File: config.mk
export PLATFORM = sky130hd
export DESIGN_NAME = rst_sequencer
export DESIGN_NICKNAME = d
export VERILOG_FILES = /design/src/rtl/rst_sequencer.sv
export SDC_FILE = /design/constraint.sdc
export NUM_CORES = 1
export LEC_CHECK = 0
export CAP_MARGIN = 20
export CORE_UTILIZATION = 45
export DETAILED_ROUTE_END_ITERATION = 12
export GPL_TIMING_DRIVEN = 0
export PLACE_DENSITY = 0.7
export SKIP_CTS_REPAIR_TIMING = 1
export SLEW_MARGIN = 20
export SYNTH_ARGS = -nofsm -noshare
export SYNTH_HDL_FRONTEND = slang
export SYNTH_SLANG_ARGS = --single-unit
File: constraint.sdc
create_clock -name clk -period 5.55 [get_ports clk]
set_clock_uncertainty 0.15 [all_clocks]
set_input_delay 1.3875 -clock clk [delete_from_list [all_inputs] [get_ports clk]]
set_output_delay 1.3875 -clock clk [all_outputs]
set_load 0.01 [all_outputs]
File: src/rtl/rst_sequencer.sv
// Releases NUM_STAGES downstream domain resets one by one, in index order. Each release
// follows a settle delay and waits on the ack of the stage released before it.
// Optional ack timeout is enabled by defining RSTSEQ_ACK_TIMEOUT_EN.
module rst_sequencer #(
  parameter int NUM_STAGES  = 4,
  parameter int STAGE_DLY   = 16,
  parameter int ACK_TIMEOUT = 64,
  parameter int STG_W       = (NUM_STAGES > 1) ? $clog2(NUM_STAGES) : 1
) (
  input  logic                  clk,
  input  logic                  rst,
  input  logic                  sw_rst_req,
  input  logic [NUM_STAGES-1:0] stage_ack,
  output logic [NUM_STAGES-1:0] stage_rst_n,
  output logic [STG_W-1:0]      cur_stage,
  output logic                  busy,
  output logic                  seq_done,
  output logic                  timeout_err
);

  if (NUM_STAGES < 1) begin : g_bad_num_stages
    $error("rst_sequencer: NUM_STAGES must be >= 1");
  end
  if (STAGE_DLY < 1) begin : g_bad_stage_dly
    $error("rst_sequencer: STAGE_DLY must be >= 1");
  end
  if (ACK_TIMEOUT < 1) begin : g_bad_ack_timeout
    $error("rst_sequencer: ACK_TIMEOUT must be >= 1");
  end

  localparam int CNT_W = $clog2(STAGE_DLY + 1);
  localparam logic [CNT_W-1:0] CNT_LAST = CNT_W'(STAGE_DLY - 1);
  localparam logic [STG_W-1:0] LAST_IDX = STG_W'(NUM_STAGES - 1);

  typedef enum logic [1:0] {
    HOLD     = 2'd0,
    COUNT    = 2'd1,
    WAIT_ACK = 2'd2,
    DONE     = 2'd3
  } state_e;

  state_e                state_q, state_d;
  logic [CNT_W-1:0]      cnt_q, cnt_d;
  logic [STG_W-1:0]      idx_q, idx_d;
  logic [NUM_STAGES-1:0] stage_rst_n_q, stage_rst_n_d;
  logic                  busy_q, busy_d;
  logic                  seq_done_q, seq_done_d;
  logic                  advance;

`ifdef RSTSEQ_ACK_TIMEOUT_EN
  localparam int TMO_W = $clog2(ACK_TIMEOUT + 1);
  localparam logic [TMO_W-1:0] TMO_LAST = TMO_W'(ACK_TIMEOUT - 1);

  logic [TMO_W-1:0] tmo_cnt_q, tmo_cnt_d;
  logic             timeout_err_q, timeout_err_d;
`endif

  // A software request restarts from HOLD exactly like power-on; it is ignored while
  // already in HOLD since the next edge starts counting anyway.
  always_comb begin
    state_d       = state_q;
    cnt_d         = cnt_q;
    idx_d         = idx_q;
    stage_rst_n_d = stage_rst_n_q;
    busy_d        = busy_q;
    seq_done_d    = seq_done_q;
    advance       = 1'b0;
`ifdef RSTSEQ_ACK_TIMEOUT_EN
    tmo_cnt_d     = tmo_cnt_q;
    timeout_err_d = timeout_err_q;
`endif

    if (sw_rst_req && (state_q != HOLD)) begin
      state_d       = HOLD;
      cnt_d         = '0;
      idx_d         = '0;
      stage_rst_n_d = '0;
      busy_d        = 1'b1;
      seq_done_d    = 1'b0;
`ifdef RSTSEQ_ACK_TIMEOUT_EN
      tmo_cnt_d     = '0;
      timeout_err_d = 1'b0;
`endif
    end else begin
      case (state_q)
        HOLD: begin
          state_d = COUNT;
          cnt_d   = '0;
        end

        COUNT: begin
          if (cnt_q == CNT_LAST) begin
            stage_rst_n_d[idx_q] = 1'b1;
            state_d              = WAIT_ACK;
            cnt_d                = '0;
`ifdef RSTSEQ_ACK_TIMEOUT_EN
            tmo_cnt_d            = '0;
`endif
          end else begin
            cnt_d = cnt_q + 1'b1;
          end
        end

        WAIT_ACK: begin
          advance = stage_ack[idx_q];
`ifdef RSTSEQ_ACK_TIMEOUT_EN
          // A real ack on the expiry edge wins, so the error flag is only set when the
          // domain genuinely never answered.
          if (!stage_ack[idx_q]) begin
            if (tmo_cnt_q == TMO_LAST) begin
              advance       = 1'b1;
              timeout_err_d = 1'b1;
            end else begin
              tmo_cnt_d = tmo_cnt_q + 1'b1;
            end
          end
`endif
          if (advance) begin
            if (idx_q == LAST_IDX) begin
              state_d       = DONE;
              busy_d        = 1'b0;
              seq_done_d    = 1'b1;
              stage_rst_n_d = '1;
            end else begin
              idx_d   = idx_q + 1'b1;
              cnt_d   = '0;
              state_d = COUNT;
            end
          end
        end

        DONE: begin
          busy_d        = 1'b0;
          seq_done_d    = 1'b1;
          stage_rst_n_d = '1;
        end

        default: begin
          state_d = HOLD;
        end
      endcase
    end
  end

  always_ff @(posedge clk) begin
    if (!rst) begin
      state_q       <= HOLD;
      cnt_q         <= '0;
      idx_q         <= '0;
      stage_rst_n_q <= '0;
      busy_q        <= 1'b1;
      seq_done_q    <= 1'b0;
    end else begin
      state_q       <= state_d;
      cnt_q         <= cnt_d;
      idx_q         <= idx_d;
      stage_rst_n_q <= stage_rst_n_d;
      busy_q        <= busy_d;
      seq_done_q    <= seq_done_d;
    end
  end

`ifdef RSTSEQ_ACK_TIMEOUT_EN
  always_ff @(posedge clk) begin
    if (!rst) begin
      tmo_cnt_q     <= '0;
      timeout_err_q <= 1'b0;
    end else begin
      tmo_cnt_q     <= tmo_cnt_d;
      timeout_err_q <= timeout_err_d;
    end
  end

  assign timeout_err = timeout_err_q;
`else
  assign timeout_err = 1'b0;
`endif

  assign stage_rst_n = stage_rst_n_q;
  assign cur_stage   = idx_q;
  assign busy        = busy_q;
  assign seq_done    = seq_done_q;

endmodule

==> metrics.txt <==
# TYPE chip_impl_metric gauge
chip_impl_metric{name="critPathRequiredTime",unit="ns"} 5.62
chip_impl_metric{name="timing.fmax",unit="MHz"} 343
chip_impl_metric{name="report.final.slew_viol_count",unit=""} 0
chip_impl_metric{name="fin_crit_sh",unit="%"} 52.5
chip_impl_metric{name="vias",unit=""} 764
chip_impl_metric{name="part_of_the_power_in_combinational_logic",unit="%"} 35.4
chip_impl_metric{name="switching_power",unit="uW"} 106
chip_impl_info{name="critPathSlowestCell",value="sky130_fd_sc_hd__a221oi_1"} 1
chip_impl_info{name="worst_setup_path_startpoint",value="stage_ack[0]"} 1
chip_impl_metric{name="port_buffers",unit=""} 14
chip_impl_metric{name="final_layout_size_suffix_gt1_share",unit="%"} 9.17
chip_impl_metric{name="p_total",unit="uW"} 301
chip_impl_metric{name="number_of_filler_instances_in_the_final_layout",unit=""} 183
chip_impl_metric{name="finalCriticalPeriod",unit="ns"} 2.92
chip_impl_info{name="clock_tree_from_tritoncts",value="done"} 1
chip_impl_metric{name="synth_cells",unit=""} 102
chip_impl_metric{name="insertion_delay",unit="ns"} 0.29
chip_impl_metric{name="synth_area_per_cell",unit="um2"} 8.68
chip_impl_metric{name="clock_sink_count",unit=""} 15
chip_impl_metric{name="post_drt_via_cell_ratio",unit=""} 5.27
chip_impl_info{name="r2r_start",value="state_q[0]$_SDFFE_PP0P_"} 1
chip_impl_info{name="rsz0062_at_grt",value="false"} 1
chip_impl_metric{name="clock_tree.buffer_depth",unit=""} 2
chip_impl_metric{name="report.final.setup_viol",unit=""} 0
chip_impl_info{name="layout.cells.most_common_list",value="sky130_fd_sc_hd__dfxtp_1 (15), sky130_fd_sc_hd__clkdlybuf4s50_1 (14), sky130_fd_sc_hd__nand2_1 (13)"} 1
chip_impl_metric{name="overflow_left_after_global_routing",unit=""} 0
chip_impl_metric{name="cap_viol_max_count",unit=""} 0
chip_impl_metric{name="drt_iter0_markers",unit=""} 12
chip_impl_metric{name="hold_ws",unit="ns"} 0.296
chip_impl_metric{name="initial_antenna_violation_count",unit=""} 0
chip_impl_info{name="r2r_end",value="cnt_q[2]$_SDFFE_PP0P_"} 1
chip_impl_info{name="criticalPathCategory",value="in2reg"} 1
chip_impl_metric{name="synthesis.yosys.warnings",unit=""} 0
chip_impl_metric{name="die_width",unit="um"} 46.4
chip_impl_metric{name="grt_pass1_vias",unit=""} 629
chip_impl_metric{name="pin_count_of_the_biggest_net_entering_global_routing",unit=""} 11
chip_impl_metric{name="syn-num-nets",unit=""} 121
chip_impl_metric{name="initial_util",unit="%"} 49.7
chip_impl_metric{name="chipHeight",unit="um"} 46.4
chip_impl_metric{name="timing.setup.tns",unit="ns"} 0
chip_impl_metric{name="grt_pass1_wl",unit="mm"} 2.80
chip_impl_metric{name="clock_buffer_count_from_cts",unit=""} 3
chip_impl_info{name="hp-class",value="reg2reg"} 1
chip_impl_metric{name="drt.antenna.violating_nets",unit=""} 0
chip_impl_info{name="layout.cells.most_common",value="sky130_fd_sc_hd__dfxtp_1"} 1
chip_impl_metric{name="intPower",unit="uW"} 195
chip_impl_metric{name="wl_per_cell",unit="um"} 11.9
chip_impl_metric{name="layout-area-overhead-vs-synth",unit="%"} 22.5
chip_impl_metric{name="instances_no_fill",unit=""} 145
chip_impl_info{name="worst_path_dominant_cell_family",value="compound AO/OA/AOI/OAI gates"} 1
chip_impl_metric{name="row_count",unit=""} 15
chip_impl_info{name="setup.worst_path.start_class",value="input port"} 1
chip_impl_metric{name="worstSetupPathDepth",unit=""} 5
chip_impl_metric{name="drcViolationCount",unit=""} 0
chip_impl_metric{name="max_slew.worst_pin.slew",unit="ns"} 0.749
chip_impl_metric{name="power.share.switching",unit="%"} 35.3
chip_impl_metric{name="critPathArrivalTime",unit="ns"} 2.99
chip_impl_metric{name="reg2reg_setup_slack",unit="ns"} 3.44
chip_impl_info{name="clockRootBuffer",value="sky130_fd_sc_hd__clkbuf_4"} 1
chip_impl_metric{name="synth_cell_types",unit=""} 32
chip_impl_metric{name="place_inst",unit=""} 141
chip_impl_metric{name="power.sequential.fraction",unit="%"} 43.6
chip_impl_metric{name="die_footprint",unit="um2"} 2150
chip_impl_metric{name="clock_power_share",unit="%"} 21.0
chip_impl_metric{name="cpPeakStageDelay",unit="ns"} 0.52
chip_impl_metric{name="cts.clk_slew.worst_paths",unit="ns"} 0.09
chip_impl_metric{name="final_nets",unit=""} 140
chip_impl_metric{name="worst_r2r_path_depth",unit=""} 7
chip_impl_metric{name="drt_pass1_iterations",unit=""} 4
chip_impl_metric{name="postSynthRegisterBits",unit=""} 15
chip_impl_info{name="worstSetupEndpointType",value="flop"} 1
chip_impl_metric{name="boundaryPins",unit=""} 16
chip_impl_metric{name="final-seq-area",unit="um2"} 300
chip_impl_metric{name="power-per-cell-area",unit="nW/um2"} 277
chip_impl_info{name="status",value="finished clean"} 1
chip_impl_info{name="crit_path_cell_trace",value="clkdlybuf4s50_1 > mux2_2 > a221oi_1 > o21ai_0 > a21oi_1"} 1
chip_impl_metric{name="area_of_the_mapped_netlist",unit="um2"} 886
chip_impl_metric{name="weighted_congestion_reported_at_the_end_of_routability_driven_placement",unit=""} 0.753
chip_impl_metric{name="ys_seq_area_share",unit="%"} 33.9
chip_impl_metric{name="place.detailed.hpwl",unit="mm"} 1.33
chip_impl_metric{name="crit_buf_inv",unit=""} 1
chip_impl_metric{name="htree_levels",unit=""} 1
chip_impl_metric{name="vdd_drop_max",unit="V"} 0.000193
chip_impl_info{name="critical_path.endpoint",value="cnt_q[2]$_SDFFE_PP0P_"} 1
chip_impl_metric{name="num_antenna_cells",unit=""} 0
chip_impl_metric{name="core_area",unit="um2"} 1780
chip_impl_metric{name="p_leak",unit="uW"} 0.000419
chip_impl_metric{name="timing.final.hold_violations",unit=""} 0
chip_impl_metric{name="gr-usage-all-layers",unit="%"} 19.0
chip_impl_metric{name="finalWirelength",unit="mm"} 1.73
chip_impl_metric{name="timing.max_slew.rel_slack",unit="%"} 49.8
chip_impl_metric{name="max_fo_critical_path",unit=""} 4
chip_impl_metric{name="multi_input_comb_area",unit="um2"} 541
-- worst min path at each step --
stage                     startpoint                     to  slack (ns)  depth (start not counted)
5_1_grt        cnt_q[4]$_SDFFE_PP0P_  cnt_q[4]$_SDFFE_PP0P_        0.33                          2
2_1_floorplan  cnt_q[4]$_SDFFE_PP0P_  cnt_q[4]$_SDFFE_PP0P_        0.26                          2
3_5_place_dp   cnt_q[4]$_SDFFE_PP0P_  cnt_q[4]$_SDFFE_PP0P_        0.28                          2
3_3_place_gp   cnt_q[4]$_SDFFE_PP0P_  cnt_q[4]$_SDFFE_PP0P_        0.27                          2
4_1_cts        cnt_q[4]$_SDFFE_PP0P_  cnt_q[4]$_SDFFE_PP0P_        0.30                          2
6_report           busy$_SDFFE_PP1P_      busy$_SDFFE_PP1P_        0.30                          2
-- stage by stage --
step | cell area, um2 | util, % | worst slack [ns]
finish | 1080 | 60.8 | 2.63
global route | 1080 | 60.8 | 2.56
CTS | 1080 | 60.8 | 2.63
detailed placement | 1060 | 59.3 | 2.35
global placement | 1060 | 59.3 | 2.36
floorplan | 886 | - | 2.96
-- power by group through the flow --
stage                     clock network, uW  logic (uW)  registers, uW
final                                  63.2         106            131
after global routing                   72.8         125            134
after CTS                              66.4         108            132
after detailed placement                  0         108            134
after global placement                    0         105            133
after floorplan                           0        73.3            134
-- synth_stat cells, drive strengths merged --
master,instances,area (um2)
dfxtp,15,300
o21ai,6,30.0
inv,9,33.8
xnor2,1,8.76
nor3,5,25.0
nor3b,1,7.51
nor2,5,18.8
or3b,1,8.76
a31oi,1,6.26
a221o,1,10.0
a21oi,9,45.0
or4,1,11.3
nand3,4,20.0
o31ai,1,7.51
nand3b,2,15.0
o21a,1,7.51
ha,12,150
o221ai,1,15.0
mux2,2,22.5
buf,1,7.51
nor2b,1,6.26
or3,1,6.26
conb,1,3.75
nand2,13,48.8
and4b,1,10.0
o22ai,1,6.26
mux4,1,22.5
a221oi,1,8.76
mux2i,1,10.0
nand4b,1,8.76
clkbuf,1,3.75
-- state kept, by name, summed over array words and instances (netlist names) --
register / flops
busy: 1
cnt_q: 5
cur_stage: 2
seq_done: 1
stage_rst_n: 4
state_q: 2
-- worst min-delay path, cell delays in order, from the launching register on --
cell	delay, ns
sky130_fd_sc_hd__dfxtp_1	0.32
sky130_fd_sc_hd__nand2_1	0.05
sky130_fd_sc_hd__nand2_1	0.04
-- layout make-up --
cell class              count  area share, %
multi-input cells          76           49.8
clock inverters             1          0.461
repair buffers             14           12.9
clock buffers               3           2.08
inverters                   9           3.11
well taps                  25           2.88
plain buffers               2           1.04
flip-flops and latches     15           27.7
-- cells by family (layout without fill, tap and decap cells) --
kind of cell	count (synthesis)	after routing	synth area share (%)
AND/OR/NAND/NOR	36	36	21.0
flip-flops	15	15	33.9
XOR/XNOR	1	1	0.989
AO/OA/AOI/OAI	22	22	15.4
adder cells (fa/ha/maj)	12	12	16.9
multiplexers	4	4	6.21
other	1	1	0.423
buffers and inverters	11	29	5.08
-- per-layer routing --
metal / wire length (um) / vias to the layer above / part of all wire, % / GRT usage (%)
met1: 836 / 355 / 48 / 24.3
met2: 797 / 14 / 46 / 29.4
met4: 40 / 0 / 2.3 / 10.6
met5: 0 / - / 0 / 0
met3: 52 / 4 / 3.0 / 3.53
li1: - / 391 / - / -
No activity file was read; power rests on OpenSTA's default activity.
